$ cat src/rtl/fcmp_seq.sv
// Single-precision compare sequencer (FEQ.S / FLT.S / FLE.S): fetches both
// operands through one FP register-file read port, drives the Feq unit and hands back a 0/1 result.
module fcmp_seq #(
  parameter int RF_AW = 5
) (
  input  logic             clk,
  input  logic             rst_n,
  input  logic             cmd_valid,
  output logic             cmd_ready,
  input  logic [1:0]       cmd_op,
  input  logic [RF_AW-1:0] cmd_rs1,
  input  logic [RF_AW-1:0] cmd_rs2,
  input  logic [RF_AW-1:0] cmd_rd,
  output logic             frf_ren,
  output logic [RF_AW-1:0] frf_raddr,
  input  logic [31:0]      frf_rdata,
  output logic [31:0]      read_data1,
  output logic [31:0]      read_data2,
  output logic             Feq_en,
  input  logic [31:0]      eqdata_out,
  output logic             wb_valid,
  input  logic             wb_ready,
  output logic [RF_AW-1:0] wb_rd,
  output logic [31:0]      wb_data,
  output logic             fflags_nv,
  output logic             illegal
);

  typedef enum logic [2:0] {IDLE, RD1, RD2, CMP, WB} state_t;

  state_t           state_q, state_d;
  logic [1:0]       op_q, op_d;
  logic [RF_AW-1:0] rs2_q, rs2_d, rd_q, rd_d;
  logic [31:0]      opa_q, opa_d, opb_q, opb_d;
  logic             res_q, res_d, nv_q, nv_d, ill_q, ill_d;

  logic a_nan, b_nan, a_snan, b_snan, a_zero, b_zero, both_zero;
  logic any_nan, any_snan, eq, lt;
  logic unused_eq_bits;

  assign unused_eq_bits = ^eqdata_out[31:1];

  assign a_nan     = (&opa_q[30:23]) && (|opa_q[22:0]);
  assign b_nan     = (&opb_q[30:23]) && (|opb_q[22:0]);
  assign a_snan    = a_nan && !opa_q[22];
  assign b_snan    = b_nan && !opb_q[22];
  assign a_zero    = ~|opa_q[30:0];
  assign b_zero    = ~|opb_q[30:0];
  assign both_zero = a_zero && b_zero;
  assign any_nan   = a_nan || b_nan;
  assign any_snan  = a_snan || b_snan;
  assign eq        = both_zero || eqdata_out[0];

  // Sign-magnitude ordering; +0 and -0 compare equal.
  always_comb begin
    lt = 1'b0;
    if (both_zero)                  lt = 1'b0;
    else if (opa_q[31] != opb_q[31]) lt = opa_q[31];
    else if (!opa_q[31])            lt = opa_q[30:0] < opb_q[30:0];
    else                            lt = opa_q[30:0] > opb_q[30:0];
  end

  always_comb begin
    state_d   = state_q;
    op_d      = op_q;
    rs2_d     = rs2_q;
    rd_d      = rd_q;
    opa_d     = opa_q;
    opb_d     = opb_q;
    res_d     = res_q;
    nv_d      = nv_q;
    ill_d     = ill_q;
    frf_ren   = 1'b0;
    frf_raddr = '0;
    unique case (state_q)
      IDLE: begin
        if (cmd_valid) begin
          op_d  = cmd_op;
          rs2_d = cmd_rs2;
          rd_d  = cmd_rd;
          if (cmd_op == 2'b11) begin
            res_d   = 1'b0;
            nv_d    = 1'b0;
            ill_d   = 1'b1;
            state_d = WB;
          end else begin
            ill_d     = 1'b0;
            frf_ren   = 1'b1;
            frf_raddr = cmd_rs1;
            state_d   = RD1;
          end
        end
      end
      RD1: begin
        opa_d     = frf_rdata;
        frf_ren   = 1'b1;
        frf_raddr = rs2_q;
        state_d   = RD2;
      end
      RD2: begin
        opb_d   = frf_rdata;
        state_d = CMP;
      end
      CMP: begin
        unique case (op_q)
          2'b00:   begin res_d = !any_nan && eq;        nv_d = any_snan; end
          2'b01:   begin res_d = !any_nan && lt;        nv_d = any_nan;  end
          default: begin res_d = !any_nan && (lt || eq); nv_d = any_nan;  end
        endcase
        state_d = WB;
      end
      WB: begin
        if (wb_ready) begin
          ill_d   = 1'b0;
          state_d = IDLE;
        end
      end
      default: state_d = IDLE;
    endcase
  end

  always_ff @(posedge clk or negedge rst_n) begin
    if (!rst_n) begin
      state_q <= IDLE;
      op_q    <= '0;
      rs2_q   <= '0;
      rd_q    <= '0;
      opa_q   <= '0;
      opb_q   <= '0;
      res_q   <= 1'b0;
      nv_q    <= 1'b0;
      ill_q   <= 1'b0;
    end else begin
      state_q <= state_d;
      op_q    <= op_d;
      rs2_q   <= rs2_d;
      rd_q    <= rd_d;
      opa_q   <= opa_d;
      opb_q   <= opb_d;
      res_q   <= res_d;
      nv_q    <= nv_d;
      ill_q   <= ill_d;
    end
  end

  assign cmd_ready  = (state_q == IDLE);
  assign wb_valid   = (state_q == WB);
  assign Feq_en     = (state_q == CMP);
  assign read_data1 = opa_q;
  assign read_data2 = opb_q;
  assign wb_rd      = rd_q;
  assign wb_data    = {31'b0, res_q};
  assign fflags_nv  = nv_q;
  assign illegal    = ill_q;

endmodule

$ cat config.mk
export PLATFORM = sky130hd
export DESIGN_NAME = fcmp_seq
export DESIGN_NICKNAME = d
export VERILOG_FILES = /design/src/rtl/fcmp_seq.sv
export SDC_FILE = /design/constraint.sdc
export NUM_CORES = 1
export LEC_CHECK = 0
export ABC_AREA = 1
export ABC_CLOCK_PERIOD_IN_PS = 1700
export BUFFER_PORTS_ARGS = -buffer_cell sky130_fd_sc_hd__buf_4
export CAP_MARGIN = 20
export CELL_PAD_IN_SITES_DETAIL_PLACEMENT = 1
export CELL_PAD_IN_SITES_GLOBAL_PLACEMENT = 1
export CORE_ASPECT_RATIO = 1.25
export CORE_MARGIN = 1.5
export CORE_UTILIZATION = 34
export DETAILED_ROUTE_END_ITERATION = 8
export GPL_TIMING_DRIVEN = 0
export PLACE_DENSITY = 0.9
export SKIP_LAST_GASP = 1
export SLEW_MARGIN = 20
export SYNTH_ARGS = -nofsm -noshare
export SYNTH_HDL_FRONTEND = slang
export SYNTH_SLANG_ARGS = --single-unit
$ cat constraint.sdc
create_clock -name clk -period 1.7 [get_ports clk]
set_input_delay 0.085 -clock clk [delete_from_list [all_inputs] [get_ports clk]]
set_output_delay 0.085 -clock clk [all_outputs]
set_load 0.02 [all_outputs]
==> metrics.md, run 1 <==
| Metric | Value |
|---|---|
| Worst Setup SP | read_data2[21] |
| Sequential fraction of the synthesis area | 44.5% |
| Number of H-tree levels | 3 |
| Max Buffers Root-to-Sink | 2 |
| Status | complete, but fails checks |
| Overall routing resource usage | 22.9% |
| Post-synthesis async set-or-reset flop share | 100% |
| Pre-antenna DRT Iters | 4 |
| Vias in the first global route | 5023 |
| Mapped cell area | 4610 um^2 |
| Max Clk Rate | 551 MHz |
| Antenna-violating nets left | 0 |
| FP Rows | 47 |
| Syn avg cell area | 7.96 um^2 |
| Crit-path max FO | 2 |
| Die X | 107 um |
| Drt via density | 4.78 |
| First-pass GRT wire length | 25400 um |
| Number of top-level pins | 197 |
| Final hold violations | 0 |
| VDD IR max | 0.839 mV |
| Share of layout cells above drive strength 1 | 40.6% |
| Cts bufs inserted | 9 |
| Initial core utilization | 34.8% |
| R2R cell count | 14 |
| Leak Pwr | 3.74 nW |
| Clk_skew | 0.00573 ns |
| Avg WL per Cell | 16.4 um |
| Ant. Diodes | 0 |
| Die Area | 14300 um^2 |
| Critical R2R Launch | read_data2[21] |
| Crit path required time | 1.93 ns |
| RSZ-0062 raised after global routing | yes |
| Rel. slew slack | 48.3% |
| PortBufs | 134 |
| Tot Pwr | 15.6 mW |
| Final setup fails | 1 |
| Nets | 926 |
| Routed Wire Length | 16100 um |
| Post-synth top flop | dfrtp_1 |
| Setup crit end | res_q |
| Register Area | 2070 um^2 |
| Max-Cap Viols | 0 |
| Initial antenna violation count | 0 |
| Final Max Slew Viols | 0 |
| Period utilisation layout | 107% |
| RR Endpoint | res_q |
| Hpwl dp | 10600 um |
| Largest area contributor in the netlist | dfrtp_1 |
| Synth top area share | 44.5% |
| #FFs+latches synth | 82 |
| Vias post-DR | 4709 |
| Pwr dens | 2200 nW/um^2 |
| Routability Congestion | 0.821 |
| P&R area growth vs syn | 53.7% |
| Clk slew on worst S/H paths | 0.06 ns |
| WHS Path Cells | 3 |
| CP Class | flop to flop |
| Failing checks | setup timing |
| Top post-synthesis cells by area | dfrtp_1 (45%), nand2_1 (11%), ha_1 (8.4%) |
| Root buffer cell | clkbuf_16 |
| Fin worst setup slack | -0.115 ns |
| Clock sink count | 82 |
| Die H | 133 um |
| Number of synthesized flops with an enable pin | 0 |
| Crit path time final | 1.82 ns |
| Hold crit path type | input port to flop |
| Critical path arrival | 2.05 ns |
| Utilization after layout | 53.5% |
| Distinct cells, synth | 28 |
| CTS tree | built |
| Placeable Area | 13200 um^2 |
| Multi-input gate area | 2340 um^2 |
| Clock Latency Late Sink | 0.34 ns |
| Least-Margin Pin Slew | 0.776 ns |
| Most frequent cell after synthesis | nand2_1 |
| Crit start category | flop |
| Reg-to-reg slack, setup | -0.12 ns |
| GR Overflow Total | 0 |
| Cells after synthesis | 579 |
| Largest net degree at the start of global routing | 83 |
| Synth top cells by count | nand2_1 (137), dfrtp_1 (82), inv_1 (75), o21ai_0 (66), nor2_1 (38) |
| Fill cell count | 1606 |
| Yosys Warn Count | 0 |
| DRC Markers | 0 |
| DR iter-0 viols | 165 |
| Crit. End Element | flop |
## state kept, by name, indices dropped and copies added, names as in the netlist
signal / cells
state_q: 3
fflags_nv: 1
read_data1: 32
rs2_q: 5
illegal: 1
res_q: 1
wb_rd: 5
read_data2: 32
op_q: 2
## metal layers
| layer | GRT usage [%] | share of wire (%) |
|---|---|---|
| met1 | 25.5 | 38 |
| met2 | 40.7 | 53 |
| met3 | 5.09 | 5.7 |
| met4 | 11.0 | 3.3 |
| met5 | 0 | 0 |
## cells by family after synthesis
| group | count (synthesis) | share of synthesized area, % |
|---|---|---|
| buf+inv | 146 | 14.7 |
| simple gates | 221 | 20.5 |
| mux | 6 | 1.47 |
| fa+ha+maj | 31 | 8.42 |
| flops | 82 | 44.5 |
| other cells | 1 | 0.0814 |
| compound gates | 92 | 10.3 |
## timing repair
action,CTS,global route
pin swaps,9,22
resized for setup,33,41
hold buffers,11,0
buffers inserted,38,7
setup endpoints to repair,7,17
hold endpoints to repair,91,0
## worst min-delay path by stage
| stage | from | endpoint | slack (ns) |
|---|---|---|---|
| finish | cmd_op[1] | op_q[1] | 0.02 |
| global route | cmd_op[1] | op_q[1] | 0.02 |
| CTS | wb_ready | state_q[2] | 0.01 |
| detailed placement | cmd_rd[1] | wb_rd[1] | 0.31 |
| global placement | cmd_rd[3] | wb_rd[3] | 0.30 |
| floorplan | rst_n | fflags_nv | -0.21 |
## layout make-up
| class | instances | share of cell area [%] |
|---|---|---|
| inverter | 98 | 5.23 |
| clock buffer | 11 | 3.29 |
| buffer | 48 | 4.51 |
| clock inverter | 5 | 1.11 |
| sequential | 82 | 29.2 |
| multi-input combinational | 381 | 33.0 |
| timing repair buffer | 190 | 20.6 |
| tap | 171 | 3.02 |
## cells in the final DEF, fill, tap and decap left out, types with 15 or more instances in the layout
cell and instances:
buf_4 209, nand2_1 125, dfrtp_1 71, inv_1 67, o21ai_0 66, conb_1 31, inv_2 30, nor2_1 30
ha_4 16, a21oi_1 15, ha_1 15
## power breakdown
group | switching, mW | internal (mW) | total [mW]
sequential | 0.970 | 2.95 | 3.92
clock | 0.796 | 1.29 | 2.08
combinational | 5.53 | 4.02 | 9.55
## critical path, stage by stage, from the launching register on
cell and delay, ns:
dfrtp_1 0.43, inv_2 0.11, ha_4 0.20, nand2_2 0.09
a21oi_1 0.06, nor2_1 0.13, nand2_1 0.10, a21oi_2 0.19
nand2_2 0.08, nand2_1 0.05, nand2_1 0.05, nand2_1 0.08
nand2_1 0.05, nand2_1 0.05, nand2_1 0.05
## per-stage QoR
step / cell area, um^2 / hold WS (ns) / TNS [ns] / setup slack [ns] / cells
after CTS: 6820 / 0.0112 / -0.0482 / -0.0482 / 979
after detailed placement: 5950 / 0.307 / -0.228 / -0.228 / 914
after floorplan: 4730 / -0.211 / 0 / 0.00488 / 609
final: 7080 / 0.0208 / -0.115 / -0.115 / 986
after global placement: 5950 / 0.298 / -0.166 / -0.166 / 914
after global routing: 7080 / 0.0217 / -0.289 / -0.222 / 986
(Power assumes the default switching activity.)
==> run 2: changes to the inputs <==
--- a/config.mk
+++ b/config.mk
@@ -7,7 +7,7 @@
 export LEC_CHECK = 0
 export ABC_AREA = 1
 export ABC_CLOCK_PERIOD_IN_PS = 1700
-export BUFFER_PORTS_ARGS = -buffer_cell sky130_fd_sc_hd__buf_4
+export BUFFER_PORTS_ARGS = -buffer_cell sky130_fd_sc_hd__buf_2
 export CAP_MARGIN = 20
 export CELL_PAD_IN_SITES_DETAIL_PLACEMENT = 1
 export CELL_PAD_IN_SITES_GLOBAL_PLACEMENT = 1
==> metrics.md, run 2 (synthesized netlist as in run 1, its figures left out) <==
| Metric | Value |
|---|---|
| Die X | 107 um |
| Routed Wire Length | 17200 um |
| Final setup fails | 1 |
| Vias in the first global route | 5221 |
| Initial core utilization | 34.8% |
| WHS | 0.00555 ns |
| Fin worst setup slack | -0.179 ns |
| Period utilisation layout | 111% |
| Max Clk Rate | 532 MHz |
| Pre-antenna DRT Iters | 4 |
| Tot Pwr | 15.5 mW |
| Clk slew on worst S/H paths | 0.07 ns |
| Clock sink count | 82 |
| Failing checks | setup timing |
| Clk_skew | 0.00973 ns |
| Crit. End Element | flop |
| Status | complete, but fails checks |
| CP Class | flop to flop |
| DR iter-0 viols | 129 |
| CTS tree | built |
| Initial antenna violation count | 1 |
| Setup tns final | -0.179 ns |
| Most frequent cells in the layout | buf_2 (136), nand2_1 (129), buf_4 (86) |
| Hpwl dp | 10900 um |
| Max-Cap Viols | 0 |
| Fill cell count | 1647 |
| Least-Margin Pin Slew | 0.629 ns |
| PortBufs | 134 |
| Hold worst-path end | rs2_q[0] |
| Routability Congestion | 0.847 |
| Number of top-level pins | 197 |
| P&R area growth vs syn | 49.1% |
| Crit-path max FO | 4 |
| Final Max Slew Viols | 0 |
| Ant. Diodes | 0 |
| Crit path required time | 1.94 ns |
| Min-delay src | cmd_rs2[0] |
| Crit start category | flop |
| Share of layout cells above drive strength 1 | 40.7% |
| Clock Latency Late Sink | 0.34 ns |
| R2R cell count | 16 |
| Hold crit path type | input port to flop |
| Reg-to-reg slack, setup | -0.18 ns |
| Drt via density | 4.85 |
| WHS Path Cells | 3 |
| VDD IR max | 0.936 mV |
| Commonest non-fill, non-tap cell in the layout | buf_2 |
| RSZ-0062 raised after global routing | yes |
| Die Area | 14300 um^2 |
| Area after DPL | 5630 um^2 |
| Leak Pwr | 3.70 nW |
| Placeable Area | 13200 um^2 |
| Root buffer cell | clkbuf_16 |
| Final cell area excluding filler cells | 6870 um^2 |
| Avg WL per Cell | 17.3 um |
| Number of H-tree levels | 3 |
| Die H | 133 um |
| Overall routing resource usage | 23.0% |
| Critical path arrival | 2.12 ns |
| Critical R2R Launch | read_data2[24] |
| RR Endpoint | res_q |
| Final hold violations | 0 |
| Max Buffers Root-to-Sink | 2 |
| Rel. slew slack | 58.1% |
| GR Overflow Total | 0 |
| Vias post-DR | 4816 |
| Pwr dens | 2260 nW/um^2 |
| Cts bufs inserted | 9 |
| Antenna-violating nets left | 0 |
| Nets | 932 |
| First-pass GRT wire length | 25600 um |
| Largest net degree at the start of global routing | 47 |
| FP Rows | 47 |
| DRC Markers | 0 |
| Crit path time final | 1.88 ns |
-- run 2: worst max path at each step --
stage / startpoint / end / slack (ns) / cells after the start
global placement: rst_n / read_data1[22] / -0.32 / 1
CTS: read_data2[21] / res_q / -0.05 / 13
floorplan: read_data2[21] / res_q / 0.005 / 13
global route: read_data2[25] / res_q / -0.29 / 16
detailed placement: read_data1[22] / res_q / -0.17 / 12
finish: read_data2[24] / res_q / -0.18 / 16
-- run 2: where the power goes --
group / internal [mW] / switching (mW)
Clock: 1.33 / 0.830
Sequential: 2.95 / 0.972
Combinational: 3.71 / 5.73
Total: 8.00 / 7.53
-- run 2: final cells by class --
class | count | area, um^2 | area share, %
sequential | 82 | 2070 | 30.1
tap | 171 | 214 | 3.11
clock buffer | 10 | 239 | 3.48
clock inverter | 6 | 90.1 | 1.31
multi-input combinational | 381 | 2380 | 34.7
timing repair buffer | 196 | 1190 | 17.3
inverter | 98 | 370 | 5.39
buffer | 48 | 319 | 4.64
-- run 2: layer usage --
metal / track usage (%) / up-vias / wire [um]
met2: 42.1 / 167 / 9210
met4: 10.4 / 0 / 657
met5: 0 / - / 0
met3: 4.21 / 46 / 771
met1: 25.4 / 2357 / 6540
li1: - / 2246 / -
-- run 2: timing repair --
item / 4_1_cts / 5_1_grt
hold endpoints to repair: 55 / 0
pin swaps: 17 / 25
setup buffers: 34 / 16
hold buffers: 11 / 0
gates cloned: 0 / 0
gates resized for setup: 29 / 46
setup endpoints to repair: 7 / 17
-- run 2: per-stage QoR --
stage,util (%),cells,setup WS (ns)
after floorplan,-,609,0.00488
after global placement,42.4,914,-0.315
after detailed placement,42.6,915,-0.174
after CTS,49.1,976,-0.0520
after global routing,51.9,992,-0.294
final,51.9,992,-0.179
-- run 2: critical path, cell delays in order, from the launching register on --
cell and delay, ns:
dfrtp_2 0.45, inv_2 0.10, ha_4 0.21, nand2_1 0.07, nand2_1 0.08, nand2_1 0.09, nand2_1 0.07, nand2_1 0.08
nand2_1 0.08, a21oi_2 0.14, nand2_2 0.08, nand2_2 0.05, nand2_1 0.05, nand2_1 0.08, nand2_1 0.05, nand2_1 0.05
nand2_1 0.04
==> run 3: changes to the inputs <==
--- a/config.mk
+++ b/config.mk
@@ -18,7 +18,6 @@
 export GPL_TIMING_DRIVEN = 0
 export PLACE_DENSITY = 0.9
 export SKIP_LAST_GASP = 1
-export SLEW_MARGIN = 20
 export SYNTH_ARGS = -nofsm -noshare
 export SYNTH_HDL_FRONTEND = slang
 export SYNTH_SLANG_ARGS = --single-unit
==> constraint.sdc (replaced) <==
create_clock -name clk -period 1.7 [get_ports clk]
set_input_delay 0.51 -clock clk [delete_from_list [all_inputs] [get_ports clk]]
set_output_delay 0.51 -clock clk [all_outputs]
set_load 0.02 [all_outputs]
==> metrics.md, run 3 (synthesized netlist as in run 1, its figures left out) <==
| Metric | Value |
|---|---|
| Status | complete, but fails checks |
| Failing checks | setup timing |
| Number of H-tree levels | 3 |
| GR Overflow Total | 0 |
| FP Rows | 47 |
| Antenna-violating nets left | 0 |
| Critical path arrival | 1.54 ns |
| Least-Margin Pin Slew | 0.573 ns |
| CP Class | flop to primary output |
| Clk_skew | 0.0135 ns |
| Critical R2R Launch | read_data2[20] |
| Pre-antenna DRT Iters | 6 |
| Drt via density | 4.81 |
| Max-Cap Viols | 0 |
| Tot Pwr | 15.2 mW |
| Vias in the first global route | 5104 |
| Die H | 133 um |
| Crit-path max FO | 7 |
| Clock sink count | 82 |
| Largest net degree at the start of global routing | 63 |
| VDD IR max | 1.01 mV |
| CTS tree | built |
| Cts bufs inserted | 9 |
| First-pass GRT wire length | 25700 um |
| Fin worst setup slack | -0.345 ns |
| Routability Congestion | 0.847 |
| Leak Pwr | 3.67 nW |
| Final Max Slew Viols | 0 |
| P&R area growth vs syn | 45.1% |
| Hpwl dp | 10900 um |
| DRC Markers | 0 |
| Crit path time final | 2.05 ns |
| Nets | 917 |
| DR iter-0 viols | 154 |
| Cell Int Power | 7.99 mW |
| Rel. slew slack | 61.8% |
| Period utilisation layout | 120% |
| Flop pwr share | 25.7% |
| Share of layout cells above drive strength 1 | 38.8% |
| Comb power frac | 59.1% |
| Die X | 107 um |
| RR Endpoint | res_q |
| Clock power frac | 15.2% |
| Routed Wire Length | 16400 um |
| Vias post-DR | 4705 |
| Hold crit path type | input port to asynchronous set/reset pin |
| Commonest non-fill, non-tap cell in the layout | nand2_1 |
| Final hold violations | 0 |
| Initial core utilization | 34.8% |
| Crit path required time | 1.19 ns |
| Dpl ws | -0.405 ns |
| Clock Latency Late Sink | 0.34 ns |
| Final setup fails | 13 |
| Max Clk Rate | 489 MHz |
| Crit. End Element | primary output |
| Pwr dens | 2270 nW/um^2 |
| Root buffer cell | clkbuf_16 |
| Most frequent cells in the layout | nand2_1 (131), buf_2 (130), buf_4 (79) |
| Fill cell count | 1680 |
| RSZ-0062 raised after global routing | yes |
| PortBufs | 134 |
| Initial antenna violation count | 1 |
| Avg WL per Cell | 16.7 um |
| Clk slew on worst S/H paths | 0.07 ns |
| Crit start category | flop |
| Hold-fix buffers, CTS | 0 |
| R2R cell count | 14 |
| Sw Ratio | 47.4% |
| Placeable Area | 13200 um^2 |
| Overall routing resource usage | 23.3% |
| Number of top-level pins | 197 |
| Die Area | 14300 um^2 |
| WHS | 0.0623 ns |
| Reg-to-reg slack, setup | -0.08 ns |
| Switch Pwr | 7.19 mW |
| Max Buffers Root-to-Sink | 2 |
| Setup tns final | -3.06 ns |
## run 3: cell count changes in the layout (fill, tap and decap cells not counted), sizes merged
cell,previous run,this run
bufinv,2,3
buf,223,219
dlygate4sd3,11,0
clkinvlp,1,0
inv,98,99
diode,0,1
clkinv,3,2
## run 3: worst max-delay path by stage
stage / from / endpoint / cells after the start
floorplan: state_q[1] / frf_raddr[0] / 4
global placement: rst_n / read_data1[22] / 1
detailed placement: state_q[1] / frf_raddr[0] / 5
CTS: state_q[1] / frf_raddr[0] / 6
global route: state_q[1] / frf_raddr[2] / 6
finish: state_q[1] / frf_raddr[0] / 6
## run 3: power by group through the flow
stage          clock network, mW  registers (mW)  logic, mW
2_1_floorplan                  0            4.74       3.55
3_3_place_gp                   0            3.94       6.48
3_5_place_dp                   0            3.98       6.79
4_1_cts                     2.32            3.83       8.39
5_1_grt                     2.42            4.00       9.85
6_report                    2.30            3.90       8.98
## run 3: layout make-up
type	instances	area, um^2	share of cell area, %
plain buffers	48	339	5.07
flip-flops and latches	82	2060	30.8
clock buffers	10	239	3.57
well taps	171	214	3.20
multi-input cells	381	2250	33.6
repair buffers	181	1100	16.4
clock inverters	6	113	1.68
inverters	98	373	5.58
diodes	1	2.50	0.0374
## run 3: worst max-delay path, cell delays in order, from the launching register on
cell and delay (ns):
dfrtp_1 0.41, buf_6 0.14, inv_4 0.06, nand3_4 0.09
clkbuf_16 0.18, o22ai_4 0.16, buf_6 0.14
## run 3: what timing repair did
item                       CTS  global route
buffers inserted            41             4
setup endpoints to repair   10            32
pin swaps                   15             6
gates resized for setup     47            30
gates cloned                 0             1
## run 3: layer usage
layer / track usage, % / wire, um / vias to the layer above
li1: - / - / 2222
met2: 42.7 / 8780 / 168
met3: 4.99 / 853 / 51
met4: 12.0 / 689 / 0
met1: 24.6 / 6050 / 2264
met5: 0 / 0 / -
## run 3: stage by stage
stage          instances  area (um^2)  utilization [%]
2_1_floorplan        609         4730                -
3_3_place_gp         914         5610             42.4
3_5_place_dp         915         5640             42.6
4_1_cts              972         6550             49.5
5_1_grt              977         6680             50.5
6_report             978         6690             50.5
